File: src/rtl/instr_mem_loader.sv
`default_nettype none
// ============================================================================
// Module      : instr_mem_loader
// Description : Byte-stream program loader; assembles little-endian words into
//               BRAM and releases the core after a trailing XOR checksum match.
// Revision    : 1.0 - initial release
// ============================================================================
module instr_mem_loader #(
    parameter int MEM_WORDS = 1024,
    parameter int AW        = 10,
    parameter int NCOL      = 4,
    parameter int BASE_WORD = 0
) (
    input  logic                 clk,
    input  logic                 reset,
    input  logic                 s_valid_i,
    input  logic [7:0]           s_data_i,
    output logic                 s_ready_o,
    output logic [NCOL-1:0]      mem_we_o,
    output logic [AW-1:0]        mem_addr_o,
    output logic [NCOL*8-1:0]    mem_wdata_o,
    output logic                 core_reset_o,
    output logic                 load_done_o,
    output logic                 load_error_o
);

    localparam int DW     = NCOL * 8;
    localparam int LANE_W = (NCOL > 1) ? $clog2(NCOL) : 1;
    localparam logic [LANE_W-1:0] LAST_LANE = LANE_W'(NCOL - 1);

    typedef enum logic [2:0] {
        S_HDR_LO = 3'd0,
        S_HDR_HI = 3'd1,
        S_DATA   = 3'd2,
        S_CHK    = 3'd3,
        S_RUN    = 3'd4,
        S_ERR    = 3'd5
    } state_t;

    state_t              state_q;
    logic [15:0]         cnt_q;
    logic [15:0]         idx_q;
    logic [LANE_W-1:0]   lane_q;
    logic [7:0]          chk_q;
    logic [DW-9:0]       shift_q;

    logic                accept_d;
    logic [15:0]         cnt_d;
    logic [15:0]         idx_d;
    logic [AW-1:0]       addr_d;
    logic                cnt_bad_d;

    assign accept_d  = s_valid_i & s_ready_o;
    assign cnt_d     = {s_data_i, cnt_q[7:0]};
    assign idx_d     = idx_q + 16'd1;
    assign addr_d    = AW'(BASE_WORD) + idx_q[AW-1:0];
    assign cnt_bad_d = (cnt_d == 16'd0) || (cnt_d > 16'(MEM_WORDS));

    always_ff @(posedge clk) begin
        if (reset) begin
            state_q      <= S_HDR_LO;
            cnt_q        <= '0;
            idx_q        <= '0;
            lane_q       <= '0;
            chk_q        <= '0;
            shift_q      <= '0;
            s_ready_o    <= 1'b0;
            mem_we_o     <= '0;
            mem_addr_o   <= '0;
            mem_wdata_o  <= '0;
            core_reset_o <= 1'b1;
            load_done_o  <= 1'b0;
            load_error_o <= 1'b0;
        end else begin
            s_ready_o <= 1'b1;
            mem_we_o  <= '0;
            case (state_q)
                S_HDR_LO: begin
                    if (accept_d) begin
                        cnt_q[7:0] <= s_data_i;
                        state_q    <= S_HDR_HI;
                    end
                end
                S_HDR_HI: begin
                    if (accept_d) begin
                        cnt_q[15:8] <= s_data_i;
                        idx_q       <= '0;
                        lane_q      <= '0;
                        chk_q       <= '0;
                        if (cnt_bad_d) begin
                            load_error_o <= 1'b1;
                            state_q      <= S_ERR;
                        end else begin
                            state_q      <= S_DATA;
                        end
                    end
                end
                S_DATA: begin
                    if (accept_d) begin
                        chk_q   <= chk_q ^ s_data_i;
                        lane_q  <= lane_q + 1'b1;
                        // Lower lanes accumulate right-shifted so b0 ends up in the LSBs.
                        shift_q <= {s_data_i, shift_q[DW-9:8]};
                        if (lane_q == LAST_LANE) begin
                            mem_we_o    <= '1;
                            mem_addr_o  <= addr_d;
                            mem_wdata_o <= {s_data_i, shift_q};
                            idx_q       <= idx_d;
                            if (idx_d == cnt_q) begin
                                state_q <= S_CHK;
                            end
                        end
                    end
                end
                S_CHK: begin
                    if (accept_d) begin
                        if (s_data_i == chk_q) begin
                            core_reset_o <= 1'b0;
                            load_done_o  <= 1'b1;
                            state_q      <= S_RUN;
                        end else begin
                            load_error_o <= 1'b1;
                            state_q      <= S_ERR;
                        end
                    end
                end
                S_RUN: begin
                    if (accept_d) begin
                        cnt_q[7:0]   <= s_data_i;
                        core_reset_o <= 1'b1;
                        load_done_o  <= 1'b0;
                        state_q      <= S_HDR_HI;
                    end
                end
                S_ERR: begin
                    if (accept_d) begin
                        cnt_q[7:0]   <= s_data_i;
                        load_error_o <= 1'b0;
                        state_q      <= S_HDR_HI;
                    end
                end
                default: begin
                    state_q <= S_HDR_LO;
                end
            endcase
        end
    end

endmodule
`default_nettype wire

File: config.mk
export PLATFORM = sky130hd
export DESIGN_NAME = instr_mem_loader
export DESIGN_NICKNAME = d
export VERILOG_FILES = /design/src/rtl/instr_mem_loader.sv
export SDC_FILE = /design/constraint.sdc
export NUM_CORES = 1
export LEC_CHECK = 0
export BUFFER_PORTS_ARGS = -buffer_cell sky130_fd_sc_hd__buf_2
export CAP_MARGIN = 20
export CORE_ASPECT_RATIO = 0.8
export CORE_MARGIN = 8
export CORE_UTILIZATION = 55
export CTS_CLUSTER_DIAMETER = 120
export CTS_CLUSTER_SIZE = 14
export DETAILED_ROUTE_END_ITERATION = 7
export PLACE_DENSITY_LB_ADDON = 0.3
export REMOVE_ABC_BUFFERS = 1
export SYNTH_ARGS = -nofsm -noshare
export SYNTH_HDL_FRONTEND = slang
export SYNTH_SLANG_ARGS = --single-unit
export TNS_END_PERCENT = 100
File: constraint.sdc
create_clock -name clk -period 3.9 [get_ports clk]
set_input_delay 1.17 -clock clk [delete_from_list [all_inputs] [get_ports clk]]
set_output_delay 1.17 -clock clk [all_outputs]
set_load 0.1 [all_outputs]
* After elaboration in Yosys (flattened, before gate mapping)
Index checks and enable logic that the tools add are counted.
** Word-level totals
- Bits of input ports :: 11
- Logic and storage cells :: 91
- Register bits :: 119
- Output and inout port bits :: 50
** Operators by class
- Add/subtract/negate cells :: 2
- Reductions and logical operators :: 17
- Magnitude comparators :: 1
- Equality and inequality tests :: 19
- Mux-type cells :: 34
- Bitwise operators :: 4
** Operators with widths (count)
- 16-bit two-way mux :: 3
- 16-bit case mux with 2 select lines :: 1
- 3-bit two-way mux :: 7
- 2-bit inequality test, second input constant :: 10
- 16-bit by 1-bit adder with 16-bit output, second input constant :: 1
- 16-bit equality test :: 1
- 16-bit by 11-bit greater-than comparator with 1-bit output, second input constant :: 1
- 16-bit zero test :: 1
- 8-bit two-way mux :: 2
- 8-bit case mux with 2 select lines :: 1
- 1-bit two-way mux :: 12
- 3-bit case mux with 4 select lines :: 1
- 6-bit AND reduction :: 2
- 8-bit equality test :: 1
- 4-bit AND reduction :: 2
- 8-bit bitwise XOR :: 1
- 3-bit by 2-bit equality test with 1-bit output, second input constant :: 2
- 3-bit equality test, second input constant :: 2
- 2-bit AND reduction :: 3
- 3-bit AND reduction :: 2
- 3-bit OR reduction :: 2
- 2-bit two-way mux :: 2
- 4-bit two-way mux :: 1
- 1-bit case mux with 2 select lines :: 2
- other kinds (12) :: 14

* Logic depth before layout (Yosys ltp)
- Word-level depth :: 6
- Depth in mapped cells :: 8

* Worst setup path before layout
No wires, ideal clock.
- Path type :: register to output
- Start :: reg mem_we_o[2] (netlist name)
- End :: out mem_we_o[1]
- Cell stages (with the launch flop) :: 2
- Arrival time :: 1392 ps
- Data required time :: 2730 ps
- Setup slack :: 1338 ps
- Path through :: dfxtp_1 -> buf_4
** RTL lines
- end: declaration :: RTL line 19 : output logic [NCOL-1:0] mem_we_o,

* Worst setup path after layout
- Start :: in s_valid_i
- End :: reg mem_wdata_o[20]
** On the way
- Longest elaborated chain between the ends :: 2
** RTL lines
- start: declaration :: RTL line 16 : input logic s_valid_i,
- 1-bit bitwise AND :: RTL line 53 : assign accept_d = s_valid_i & s_ready_o;
- 3-bit AND reduction (no source line)
- end signal: assignment :: RTL line 107 : mem_wdata_o <= {s_data_i, shift_q};
- end: declaration :: RTL line 21 : output logic [NCOL*8-1:0] mem_wdata_o,
No other way between the ends.
A chain may end at the register's enable or synchronous reset.

==> key figures <==
Clock network
  – Clock Sinks: 116
  – Clk slew on worst S/H paths: 0.05 ns
  – Clock Latency Late Sink: 0.41 ns
  – Clock buffer depth: 2
  – TritonCTS Buffers: 17
  – Post-CTS Hold Fix Bufs: 0
  – Post-CTS Resized: 0
  – H-tree depth: 4
  – CTS root buf: clkbuf_16
  – Post-CTS Setup Inserts: 0
  – CTS tree: done

Worst setup path
  – Bufs and invs on worst path: 2
  – Worst-path maximum fanout: 31
  – Critical Path Source Type: input port
  – CP max stage cell: and2_2
  – Cell mode on critical path: nand2_1
  – Highest cell delay on the worst timing path: 0.57 ns
  – Worst Setup End Kind: flip-flop
  – CP required: 4.23 ns
  – Worst-path cell chain: buf_2 -> nand2_1 -> nor3_4 -> and2_2 -> buf_4 -> nand2_1 -> a21oi_1
  – Cell family contributing the most delay on the critical path: simple AND/OR/NAND/NOR gates
  – Critical setup path kind: input port to flip-flop
  – Data arrival time of the worst path: 3.01 ns

Job
  – Max cap viols: 0

Floorplan
  – Die boundary width: 124 um
  – Ports: 61
  – Initial Util: 56.5%
  – Core footprint: 0.00908 mm2
  – Die extent in y: 102 um
  – Row cnt: 31
  – Die area: 0.0127 mm2

Detailed routing
  – Vias/cell: 5.71
  – Starting DRT DRC Count: 453
  – Final WL: 12800 um
  – Drt wl/cell: 15.7 um
  – Vias: 4639
  – DRT antenna net count: 0
  – TritonRoute pass-1 iters: 5
  – Drt drc: 0

Placement
  – DP HPWL: 8170 um
  – Pre-CTS WS: 0.827 ns
  – PortBufs: 60
  – GPL Wtd Cong: 0.871
  – Cell total after placement: 780

Power and ir drop
  – Clock share of power: 53.2%
  – Final Power: 2.78 mW
  – Net switching power: 0.631 mW
  – VDD IR-drop max: 300 uV
  – Pwr/cell area: 467 mW/mm2
  – Logic gate share of total power: 3.5%
  – Internal: 2.15 mW
  – Lkg Pwr: 2.30 nW
  – Reg power frac: 43.3%
  – Switching portion of total power: 22.7%

Global route
  – Initial antenna violation count: 0
  – Grt ovf: 0
  – Gr usage total: 20.8%
  – Largest net degree at the start of global routing: 63
  – Vias in the first global route: 4437
  – Global-route wire length before repair: 21100 um

Logic synthesis
  – Synthesized area: 0.00513 mm2
  – Synth area leaders: dfxtp_1 (45%), nand2_1 (12%), a21oi_1 (10%)
  – Cell count after synthesis: 653
  – Syn. warnings: 0
  – Synth area leader: dfxtp_1
  – Seq cells post-synth: 116
  – Mean area per synthesized cell: 7.86 um2
  – Area fraction of the dominant cell type after synthesis: 45.3%
  – Netlist cell types: 52
  – Register area share after synthesis: 45.3%

Timing
  – Worst Max-Slew Pin Slew: 0.935 ns
  – Min cycle time layout: 2.68 ns
  – Post-route clock period utilization: 68.7%
  – Setup Skew: 0.0104 ns
  – Fin. Hold Viols: 0
  – Max-slew violations: 0
  – Worst Slack Setup Final: 1.22 ns
  – Setup_tns: 0 ns
  – Worst rel slew slack: 37.3%
  – F_max: 373 MHz
  – Unrepaired setup endpoints after global routing: no
  – Setup Viol. Count Final: 0

Cells and area
  – Non-Filler Instances: 813
  – # diodes: 0
  – Share of layout cells above drive strength 1: 17.2%
  – Fin nets: 698
  – P&R area growth vs syn: 16.0%

Outcome
  – Status: finished, final reports clean

Worst hold path
  – HP Class: flip-flop to flip-flop
==> final cells by class <==
type / count / area [um2]
clock buffer: 21 / 470
clock inverter: 11 / 100
fill: 741 / 3130
inverter: 5 / 18.8
multi-input combinational: 477 / 2510
sequential: 116 / 2320
tap: 115 / 144
timing repair buffer: 68 / 383
==> cell usage after synthesis (all sizes together) <==
master,n
nand3,8
clkbuf,27
nand2,167
nand3b,5
buf,28
nor2,54
and3,4
o21a,2
or2,6
o2111ai,1
and2,3
o21ai,24
or3,6
a21oi,104
nand2b,2
a22oi,1
o211ai,1
nor4b,1
a211oi,4
and4,4
mux2i,12
dfxtp,116
nand4,7
or3b,1
a21boi,1
and2b,1
a32oi,1
nor4,9
a31oi,6
xnor2,8
xor2,20
nor3,6
a311oi,3
nand4b,1
nor3b,1
a41oi,1
ha,2
inv,5
==> stage by stage <==
step | hold WS (ns) | utilization (%) | cell area [um2]
2_1_floorplan | 0.426 | - | 4840
3_3_place_gp | 0.440 | 59.0 | 5350
3_5_place_dp | 0.444 | 59.0 | 5350
4_1_cts | 0.452 | 65.2 | 5920
5_1_grt | 0.468 | 65.6 | 5950
6_report | 0.449 | 65.6 | 5950
==> worst register-to-register path: stages, from the launching register on <==
cell and delay [ns]:
dfxtp_1 0.49, ha_1 0.38, nand3_2 0.24, nor2_2 0.24, and4_1 0.21, o211ai_1 0.09, nor4_1 0.50, a21oi_1 0.16
mux2i_1 0.14
==> routing by layer <==
metal / wire [um] / global-route usage [%]
met5: 0 / 0
met4: 176 / 7.66
met3: 821 / 4.80
met2: 6030 / 33.9
met1: 5730 / 26.4
==> cells by family after synthesis <==
| logic type | Yosys count | share of synthesized area (%) |
|---|---|---|
| buffers and inverters | 60 | 5.98 |
| muxes | 12 | 2.34 |
| adders and majority gates | 2 | 0.488 |
| and+or+nand+nor | 286 | 25.4 |
| xor gates and xnor gates | 28 | 4.93 |
| DFF | 116 | 45.3 |
| AOI/OAI and AO/OA | 149 | 15.6 |
==> registers in the layout, indices dropped and copies added, names as in the netlist, 2 cells and up <==
name	flops
lane_q	2
mem_addr_o	10
cnt_q	16
chk_q	8
shift_q	24
idx_q	16
state_q	3
mem_wdata_o	32
==> path summary, 6_finish.rpt <==
check                                        to            from  slack [ns]  cells past startpoint
worst max-delay path            mem_wdata_o[20]       s_valid_i        1.22                      7
worst min-delay path             mem_wdata_o[8]  mem_wdata_o[8]        0.45                      2
worst max register to register       state_q[0]        idx_q[0]        1.33                      8
worst min register to register   mem_wdata_o[8]  mem_wdata_o[8]        0.45                      2
==> cell usage in the layout, fill, tap and decap left out, types with 4 or more instances in the layout <==
master        n
a211oi_1      4
a21oi_1     104
a31oi_1       6
buf_2        59
buf_4         8
clkbuf_16    17
clkinvlp_4    5
dfxtp_1     116
inv_1         5
mux2i_1      12
nand2_1     166
nand3_1       7
nand3b_1      5
nand4_1       5
nor2_1       51
nor4_1        9
o21ai_0      23
or2_2         6
or3_1         6
xnor2_1       7
xor2_1       20
==> power by group through the flow <==
stage	registers, mW	clock network (mW)	logic (mW)
6_report	1.20	1.48	0.0967
5_1_grt	1.20	1.56	0.105
4_1_cts	1.20	1.49	0.0949
3_5_place_dp	1.23	0	0.0936
3_3_place_gp	1.23	0	0.0915
2_1_floorplan	1.23	0	0.0404
Power figures use the tool's default switching activity.
